### config.mk
export PLATFORM = sky130hd
export DESIGN_NAME = computational_unit_mc
export DESIGN_NICKNAME = d
export VERILOG_FILES = /design/src/rtl/cu_pkg.sv /design/src/rtl/cu_seq_multiplier.sv /design/src/rtl/computational_unit_mc.sv
export SDC_FILE = /design/constraint.sdc
export NUM_CORES = 1
export LEC_CHECK = 0
export ABC_AREA = 1
export BUFFER_PORTS_ARGS = -buffer_cell sky130_fd_sc_hd__buf_2
export CORE_UTILIZATION = 50
export DETAILED_ROUTE_END_ITERATION = 16
export PLACE_DENSITY_LB_ADDON = 0.05
export REMOVE_ABC_BUFFERS = 1
export SETUP_SLACK_MARGIN = 0.4
export SYNTH_ARGS = -nofsm -noshare
export SYNTH_HDL_FRONTEND = slang
export SYNTH_SLANG_ARGS = --single-unit
### constraint.sdc
create_clock -name clk -period 5.9 [get_ports clk]
set_input_delay 1.18 -clock clk [delete_from_list [all_inputs] [get_ports clk]]
set_output_delay 1.18 -clock clk [all_outputs]
set_load 0.02 [all_outputs]
### src/rtl/cu_pkg.sv
// Shared definitions for the multi-cycle computational unit: ALU function codes,
// data-bus source codes, register-enable bit positions and the multiplier state type.
package cu_pkg;

    localparam logic [2:0] ALU_NEG  = 3'b000;
    localparam logic [2:0] ALU_SUB  = 3'b001;
    localparam logic [2:0] ALU_ADD  = 3'b010;
    localparam logic [2:0] ALU_MULH = 3'b011;
    localparam logic [2:0] ALU_MULL = 3'b100;
    localparam logic [2:0] ALU_XOR  = 3'b101;
    localparam logic [2:0] ALU_AND  = 3'b110;
    localparam logic [2:0] ALU_NOT  = 3'b111;

    localparam logic [3:0] SRC_X0   = 4'd0;
    localparam logic [3:0] SRC_X1   = 4'd1;
    localparam logic [3:0] SRC_Y0   = 4'd2;
    localparam logic [3:0] SRC_Y1   = 4'd3;
    localparam logic [3:0] SRC_R    = 4'd4;
    localparam logic [3:0] SRC_M    = 4'd5;
    localparam logic [3:0] SRC_I    = 4'd6;
    localparam logic [3:0] SRC_DM   = 4'd7;
    localparam logic [3:0] SRC_PM   = 4'd8;
    localparam logic [3:0] SRC_PINS = 4'd9;

    localparam int EN_X0   = 0;
    localparam int EN_X1   = 1;
    localparam int EN_Y0   = 2;
    localparam int EN_Y1   = 3;
    localparam int EN_R    = 4;
    localparam int EN_M    = 5;
    localparam int EN_I    = 6;
    localparam int EN_OREG = 8;

    typedef enum logic {
        MUL_IDLE = 1'b0,
        MUL_RUN  = 1'b1
    } mul_state_e;

    function automatic logic is_mul(input logic [2:0] func);
        return (func == ALU_MULH) || (func == ALU_MULL);
    endfunction

endpackage

### src/rtl/cu_seq_multiplier.sv
// Unsigned radix-2 shift-add multiplier. The first partial product is folded into the
// start edge so busy spans exactly DATA_W cycles and done marks the final busy cycle.
module cu_seq_multiplier
    import cu_pkg::*;
#(
    parameter int DATA_W = 4
) (
    input  logic                  clk,
    input  logic                  sync_reset,
    input  logic                  start,
    input  logic [DATA_W-1:0]     a,
    input  logic [DATA_W-1:0]     b,
    output logic                  busy,
    output logic                  done,
    output logic [2*DATA_W-1:0]   product
);

    localparam int MUL_LAT_W = $clog2(DATA_W + 1);
    localparam logic [MUL_LAT_W-1:0] LAST_ITER = MUL_LAT_W'(DATA_W);

    mul_state_e               state_q, state_d;
    logic [DATA_W-1:0]        a_q, a_d;
    logic [2*DATA_W-1:0]      prod_q, prod_d;
    logic [MUL_LAT_W-1:0]     cnt_q, cnt_d;
    logic                     done_q, done_d;
    logic [DATA_W:0]          first_sum_s;
    logic [DATA_W:0]          step_sum_s;

    // Lower half of prod_q holds the not-yet-consumed multiplier bits.
    assign first_sum_s = {1'b0, (b[0] ? a : {DATA_W{1'b0}})};
    assign step_sum_s  = {1'b0, prod_q[2*DATA_W-1:DATA_W]}
                       + {1'b0, (prod_q[0] ? a_q : {DATA_W{1'b0}})};

    // Next-state and datapath iteration
    always_comb begin
        state_d = state_q;
        a_d     = a_q;
        prod_d  = prod_q;
        cnt_d   = cnt_q;
        done_d  = 1'b0;
        case (state_q)
            MUL_IDLE: begin
                if (start) begin
                    state_d = MUL_RUN;
                    a_d     = a;
                    prod_d  = (2*DATA_W)'({first_sum_s, b} >> 1);
                    cnt_d   = MUL_LAT_W'(1);
                    done_d  = (cnt_d == LAST_ITER);
                end else begin
                    state_d = MUL_IDLE;
                end
            end
            MUL_RUN: begin
                if (cnt_q == LAST_ITER) begin
                    state_d = MUL_IDLE;
                end else begin
                    prod_d = (2*DATA_W)'({step_sum_s, prod_q[DATA_W-1:0]} >> 1);
                    cnt_d  = cnt_q + MUL_LAT_W'(1);
                    done_d = (cnt_d == LAST_ITER);
                end
            end
            default: state_d = MUL_IDLE;
        endcase
    end

    // State registers with synchronous reset
    always_ff @(posedge clk) begin
        if (sync_reset) begin
            state_q <= MUL_IDLE;
            a_q     <= {DATA_W{1'b0}};
            prod_q  <= {(2*DATA_W){1'b0}};
            cnt_q   <= {MUL_LAT_W{1'b0}};
            done_q  <= 1'b0;
        end else begin
            state_q <= state_d;
            a_q     <= a_d;
            prod_q  <= prod_d;
            cnt_q   <= cnt_d;
            done_q  <= done_d;
        end
    end

    assign busy    = (state_q == MUL_RUN);
    assign done    = done_q;
    assign product = prod_q;

endmodule

### src/rtl/computational_unit_mc.sv
// Register file, source-select data bus, single-cycle ALU with flags and the
// hand-off to the sequential multiplier for the microsequencer datapath.
module computational_unit_mc
    import cu_pkg::*;
#(
    parameter int DATA_W = 4
) (
    input  logic                  clk,
    input  logic                  sync_reset,
    input  logic [DATA_W-1:0]     i_pins,
    input  logic [DATA_W-1:0]     dm,
    input  logic [3:0]            ir_nibble,
    input  logic [3:0]            source_sel,
    input  logic [8:0]            reg_en,
    input  logic                  i_sel,
    input  logic                  x_sel,
    input  logic                  y_sel,
    output logic [DATA_W-1:0]     data_bus,
    output logic [DATA_W-1:0]     x0,
    output logic [DATA_W-1:0]     x1,
    output logic [DATA_W-1:0]     y0,
    output logic [DATA_W-1:0]     y1,
    output logic [DATA_W-1:0]     r,
    output logic [DATA_W-1:0]     m,
    output logic [DATA_W-1:0]     i,
    output logic [DATA_W-1:0]     o_reg,
    output logic [2*DATA_W-1:0]   from_CU,
    output logic                  r_eq_0,
    output logic                  r_carry,
    output logic                  r_neg,
    output logic                  busy
);

    logic [DATA_W-1:0] x0_q, x0_d, x1_q, x1_d, y0_q, y0_d, y1_q, y1_d;
    logic [DATA_W-1:0] r_q, r_d, m_q, m_d, i_q, i_d, o_q, o_d;
    logic              eq_q, eq_d, carry_q, carry_d, neg_q, neg_d, hi_sel_q, hi_sel_d;
    logic [DATA_W-1:0] data_bus_s, pm_data_s, x_op_s, y_op_s, alu_res_s;
    logic [DATA_W:0]   sum_s, diff_s;
    logic              alu_carry_s, alu_go_s, mul_start_s, mul_busy_s, mul_done_s;
    logic [2:0]        alu_func_s;
    logic              alu_var_s;
    logic [2*DATA_W-1:0] mul_prod_s;

    assign alu_func_s  = ir_nibble[2:0];
    assign alu_var_s   = ir_nibble[3];
    assign pm_data_s   = DATA_W'(ir_nibble);
    assign x_op_s      = x_sel ? x1_q : x0_q;
    assign y_op_s      = y_sel ? y1_q : y0_q;
    assign sum_s       = {1'b0, x_op_s} + {1'b0, y_op_s};
    assign diff_s      = {1'b0, x_op_s} - {1'b0, y_op_s};
    assign alu_go_s    = reg_en[EN_R] & ~mul_busy_s & ~is_mul(alu_func_s);
    assign mul_start_s = reg_en[EN_R] & ~mul_busy_s &  is_mul(alu_func_s);

    // Data bus source select
    always_comb begin
        data_bus_s = {DATA_W{1'b0}};
        case (source_sel)
            SRC_X0:   data_bus_s = x0_q;
            SRC_X1:   data_bus_s = x1_q;
            SRC_Y0:   data_bus_s = y0_q;
            SRC_Y1:   data_bus_s = y1_q;
            SRC_R:    data_bus_s = r_q;
            SRC_M:    data_bus_s = m_q;
            SRC_I:    data_bus_s = i_q;
            SRC_DM:   data_bus_s = dm;
            SRC_PM:   data_bus_s = pm_data_s;
            SRC_PINS: data_bus_s = i_pins;
            default:  data_bus_s = {DATA_W{1'b0}};
        endcase
    end

    // Single-cycle ALU; multiply codes fall through to hold r
    always_comb begin
        alu_res_s   = r_q;
        alu_carry_s = 1'b0;
        case (alu_func_s)
            ALU_NEG: alu_res_s = alu_var_s ? r_q : ({DATA_W{1'b0}} - x_op_s);
            ALU_SUB: begin
                alu_res_s   = diff_s[DATA_W-1:0];
                alu_carry_s = diff_s[DATA_W];
            end
            ALU_ADD: begin
                alu_res_s   = sum_s[DATA_W-1:0];
                alu_carry_s = sum_s[DATA_W];
            end
            ALU_XOR: alu_res_s = x_op_s ^ y_op_s;
            ALU_AND: alu_res_s = x_op_s & y_op_s;
            ALU_NOT: alu_res_s = alu_var_s ? r_q : ~x_op_s;
            default: alu_res_s = r_q;
        endcase
    end

    // Register file next-state, including r/flag updates from ALU or multiplier
    always_comb begin
        x0_d = reg_en[EN_X0] ? data_bus_s : x0_q;
        x1_d = reg_en[EN_X1] ? data_bus_s : x1_q;
        y0_d = reg_en[EN_Y0] ? data_bus_s : y0_q;
        y1_d = reg_en[EN_Y1] ? data_bus_s : y1_q;
        m_d  = reg_en[EN_M]  ? data_bus_s : m_q;
        o_d  = reg_en[EN_OREG] ? data_bus_s : o_q;
        if (reg_en[EN_I]) begin
            i_d = i_sel ? (i_q + m_q) : data_bus_s;
        end else begin
            i_d = i_q;
        end
        hi_sel_d = mul_start_s ? (alu_func_s == ALU_MULH) : hi_sel_q;
        r_d     = r_q;
        eq_d    = eq_q;
        carry_d = carry_q;
        neg_d   = neg_q;
        if (mul_done_s) begin
            r_d     = hi_sel_q ? mul_prod_s[2*DATA_W-1:DATA_W] : mul_prod_s[DATA_W-1:0];
            eq_d    = (r_d == {DATA_W{1'b0}});
            carry_d = 1'b0;
            neg_d   = r_d[DATA_W-1];
        end else if (alu_go_s) begin
            r_d     = alu_res_s;
            eq_d    = (alu_res_s == {DATA_W{1'b0}});
            carry_d = alu_carry_s;
            neg_d   = alu_res_s[DATA_W-1];
        end else begin
            r_d = r_q;
        end
    end

    // Register file and flag flops
    always_ff @(posedge clk) begin
        if (sync_reset) begin
            x0_q <= {DATA_W{1'b0}};  x1_q <= {DATA_W{1'b0}};
            y0_q <= {DATA_W{1'b0}};  y1_q <= {DATA_W{1'b0}};
            r_q  <= {DATA_W{1'b0}};  m_q  <= {DATA_W{1'b0}};
            i_q  <= {DATA_W{1'b0}};  o_q  <= {DATA_W{1'b0}};
            eq_q <= 1'b1;  carry_q <= 1'b0;  neg_q <= 1'b0;  hi_sel_q <= 1'b0;
        end else begin
            x0_q <= x0_d;  x1_q <= x1_d;  y0_q <= y0_d;  y1_q <= y1_d;
            r_q  <= r_d;   m_q  <= m_d;   i_q  <= i_d;   o_q  <= o_d;
            eq_q <= eq_d;  carry_q <= carry_d;  neg_q <= neg_d;  hi_sel_q <= hi_sel_d;
        end
    end

    cu_seq_multiplier #(.DATA_W(DATA_W)) u_mul (
        .clk        (clk),
        .sync_reset (sync_reset),
        .start      (mul_start_s),
        .a          (x_op_s),
        .b          (y_op_s),
        .busy       (mul_busy_s),
        .done       (mul_done_s),
        .product    (mul_prod_s)
    );

    assign data_bus = data_bus_s;
    assign x0 = x0_q;  assign x1 = x1_q;  assign y0 = y0_q;  assign y1 = y1_q;
    assign r  = r_q;   assign m  = m_q;   assign i  = i_q;   assign o_reg = o_q;
    assign from_CU = {x1_q, x0_q};
    assign r_eq_0  = eq_q;
    assign r_carry = carry_q;
    assign r_neg   = neg_q;
    assign busy    = mul_busy_s;

endmodule

==> run metrics <==
outcome complete, no violations; setup bufs post-CTS 0; Critical Path AT 2.46 ns; max FFs per register 8; Yosys top cell area share 0.293; worst skew pair latency 0.32 ns; synth top area cells dfxtp_1, nand2_1, inv_1, a21oi_1, o21ai_0; FF-to-FF Start y0[0]; ANT cells 0; post-cts resize count 0; Worst Skew 0.0101 ns; r2r setup slk 3.42 ns; Worst Max-Slew Pin Slew 0.893 ns; core area 0.00683 mm^2; Final setup violation count 0; hold_buf cts 0; #FFs+latches synth 52; Root Driver clkbuf_8; most frequent cells in the layout nand2_1, buf_2, inv_1; crit share post-route 0.616; Cell Area, Placed 0.00394 mm^2; synthesized cell area 0.00355 mm^2; FP Rows 30; Area Overhead vs Synth 14.3%; CTS H-tree lvls 2; initial DRC count 256; placed insts 700; Fill cells 706; total power 886 uW; # clock sinks 52; final hold violation count 0; Max Cap Viol 0; clock-pin transition on the worst setup and hold timing paths 0.09 ns; Final Util 0.594; CP Class in2out; power density over cell area 218 mW/mm^2; vias in the first global route 3254; post-layout minimum cycle time 3.64 ns; GRT overflow 0; Hold Path Class reg2reg; final instance area 0.00406 mm^2; DP Wirelength 7440 um; final-report max-slew violation count 0; initial antenna violation count 0; GRT Total Usage 0.263; unrepaired setup endpoints after global routing false; crit-path max FO 5; Via density 5.23; CTS buffer count 5; TritonCTS clock tree built; first-pass GRT wire length 15500 um; worst ir drop on vdd 133 uV; Port Buffer Count 76; synth unique cells 34; leakage 2.04 nW; I/O pins 78; Critical Path End Type primary output; first-pass iteration count of the detailed router 5; Min Hold Slack 0.475 ns; Max Clock Freq 275 MHz; post-synthesis cell count 546; Layout Nets 664; WL per Instance 13.5 um; Required @ worst endpoint 4.72 ns; fin cells 708; most common cell after layout, fill and taps aside nand2_1; Die ar. 0.00744 mm^2; gpl congestion 0.919; layout cells sized above 1 0.181; largest net degree at the start of global routing 35; total number of vias 3704; CP startpoint kind input port; Syn. warnings 0; Die Width 86.3 um; Avg Inst Size Synth 6.50 um^2; setup slack after layout 2.26 ns; antenna-violating nets left 0; DP Worst Slack 2.28 ns; die height 86.3 um; Rel. slew slack 0.404; Starting Density 0.520; post-synthesis sequential area ratio 0.293; area leader, netlist dfxtp_1; drt total wl 9590 um; Hold Crit Start u_mul.a_q[1]; Setup TNS 0 ns; clock tree buffer depth 2; DRC 0; Critical Path Source source_sel[2]
==> cells in the mapped netlist, drive strengths merged <==
| cell | number |
|---|---|
| nor3 | 1 |
| nand3 | 48 |
| a22oi | 1 |
| a211oi | 2 |
| xor2 | 2 |
| nand2 | 128 |
| ha | 19 |
| nor2 | 50 |
| a21oi | 55 |
| fa | 4 |
| nand3b | 1 |
| o211ai | 2 |
| inv | 85 |
| or2 | 1 |
| o22ai | 14 |
| dfxtp | 52 |
| clkbuf | 7 |
| a31oi | 2 |
| buf | 11 |
| o21ai | 54 |
| xnor2 | 4 |
| o21bai | 1 |
| nand4 | 2 |
==> cell type report <==
cell class                      instances  area, um^2  share of cell area
Multi-Input combinational cell        391        2080               0.512
Sequential cell                        52        1040               0.256
Timing Repair Buffer                   76         380              0.0937
Inverter                               85         324              0.0798
Tap cell                               96         120              0.0296
Clock buffer                            5        68.8              0.0170
Clock inverter                          3        46.3              0.0114
==> path summary, 6_finish.rpt <==
check                 end  depth (start not counted)
max           data_bus[1]                          7
min          u_mul.a_q[1]                          2
max reg2reg        r_eq_0                         16
min reg2reg  u_mul.a_q[1]                          2
==> routing by layer <==
metal  track usage  vias up  wire length [um]
met5             0        -                 0
met1         0.398     1665              4860
met3        0.0400       14               607
li1              -     1898                 -
met4        0.0742        0               150
met2         0.386      127              3970
==> cell families after synthesis <==
logic type,Yosys count,share of synthesized area
DFF,52,0.293
AOI/OAI and AO/OA,131,0.197
and+or+nand+nor,231,0.284
buffers and inverters,103,0.121
xor gates and xnor gates,6,0.0148
adders and majority gates,23,0.0895
==> worst max-delay path, cell delays in order <==
cell	delay, ns
buf_2	0.12
nor2_1	0.32
nand2_1	0.19
o22ai_1	0.18
inv_1	0.07
nand3_1	0.19
buf_2	0.21
==> report_power, final <==
part	switching, mW	leakage [nW]	internal [mW]
Sequential	0.0224	0.426	0.372
Combinational	0.159	1.56	0.0753
Clock	0.129	0.0548	0.128
Note: power is estimated with default switching activity, not from simulation.
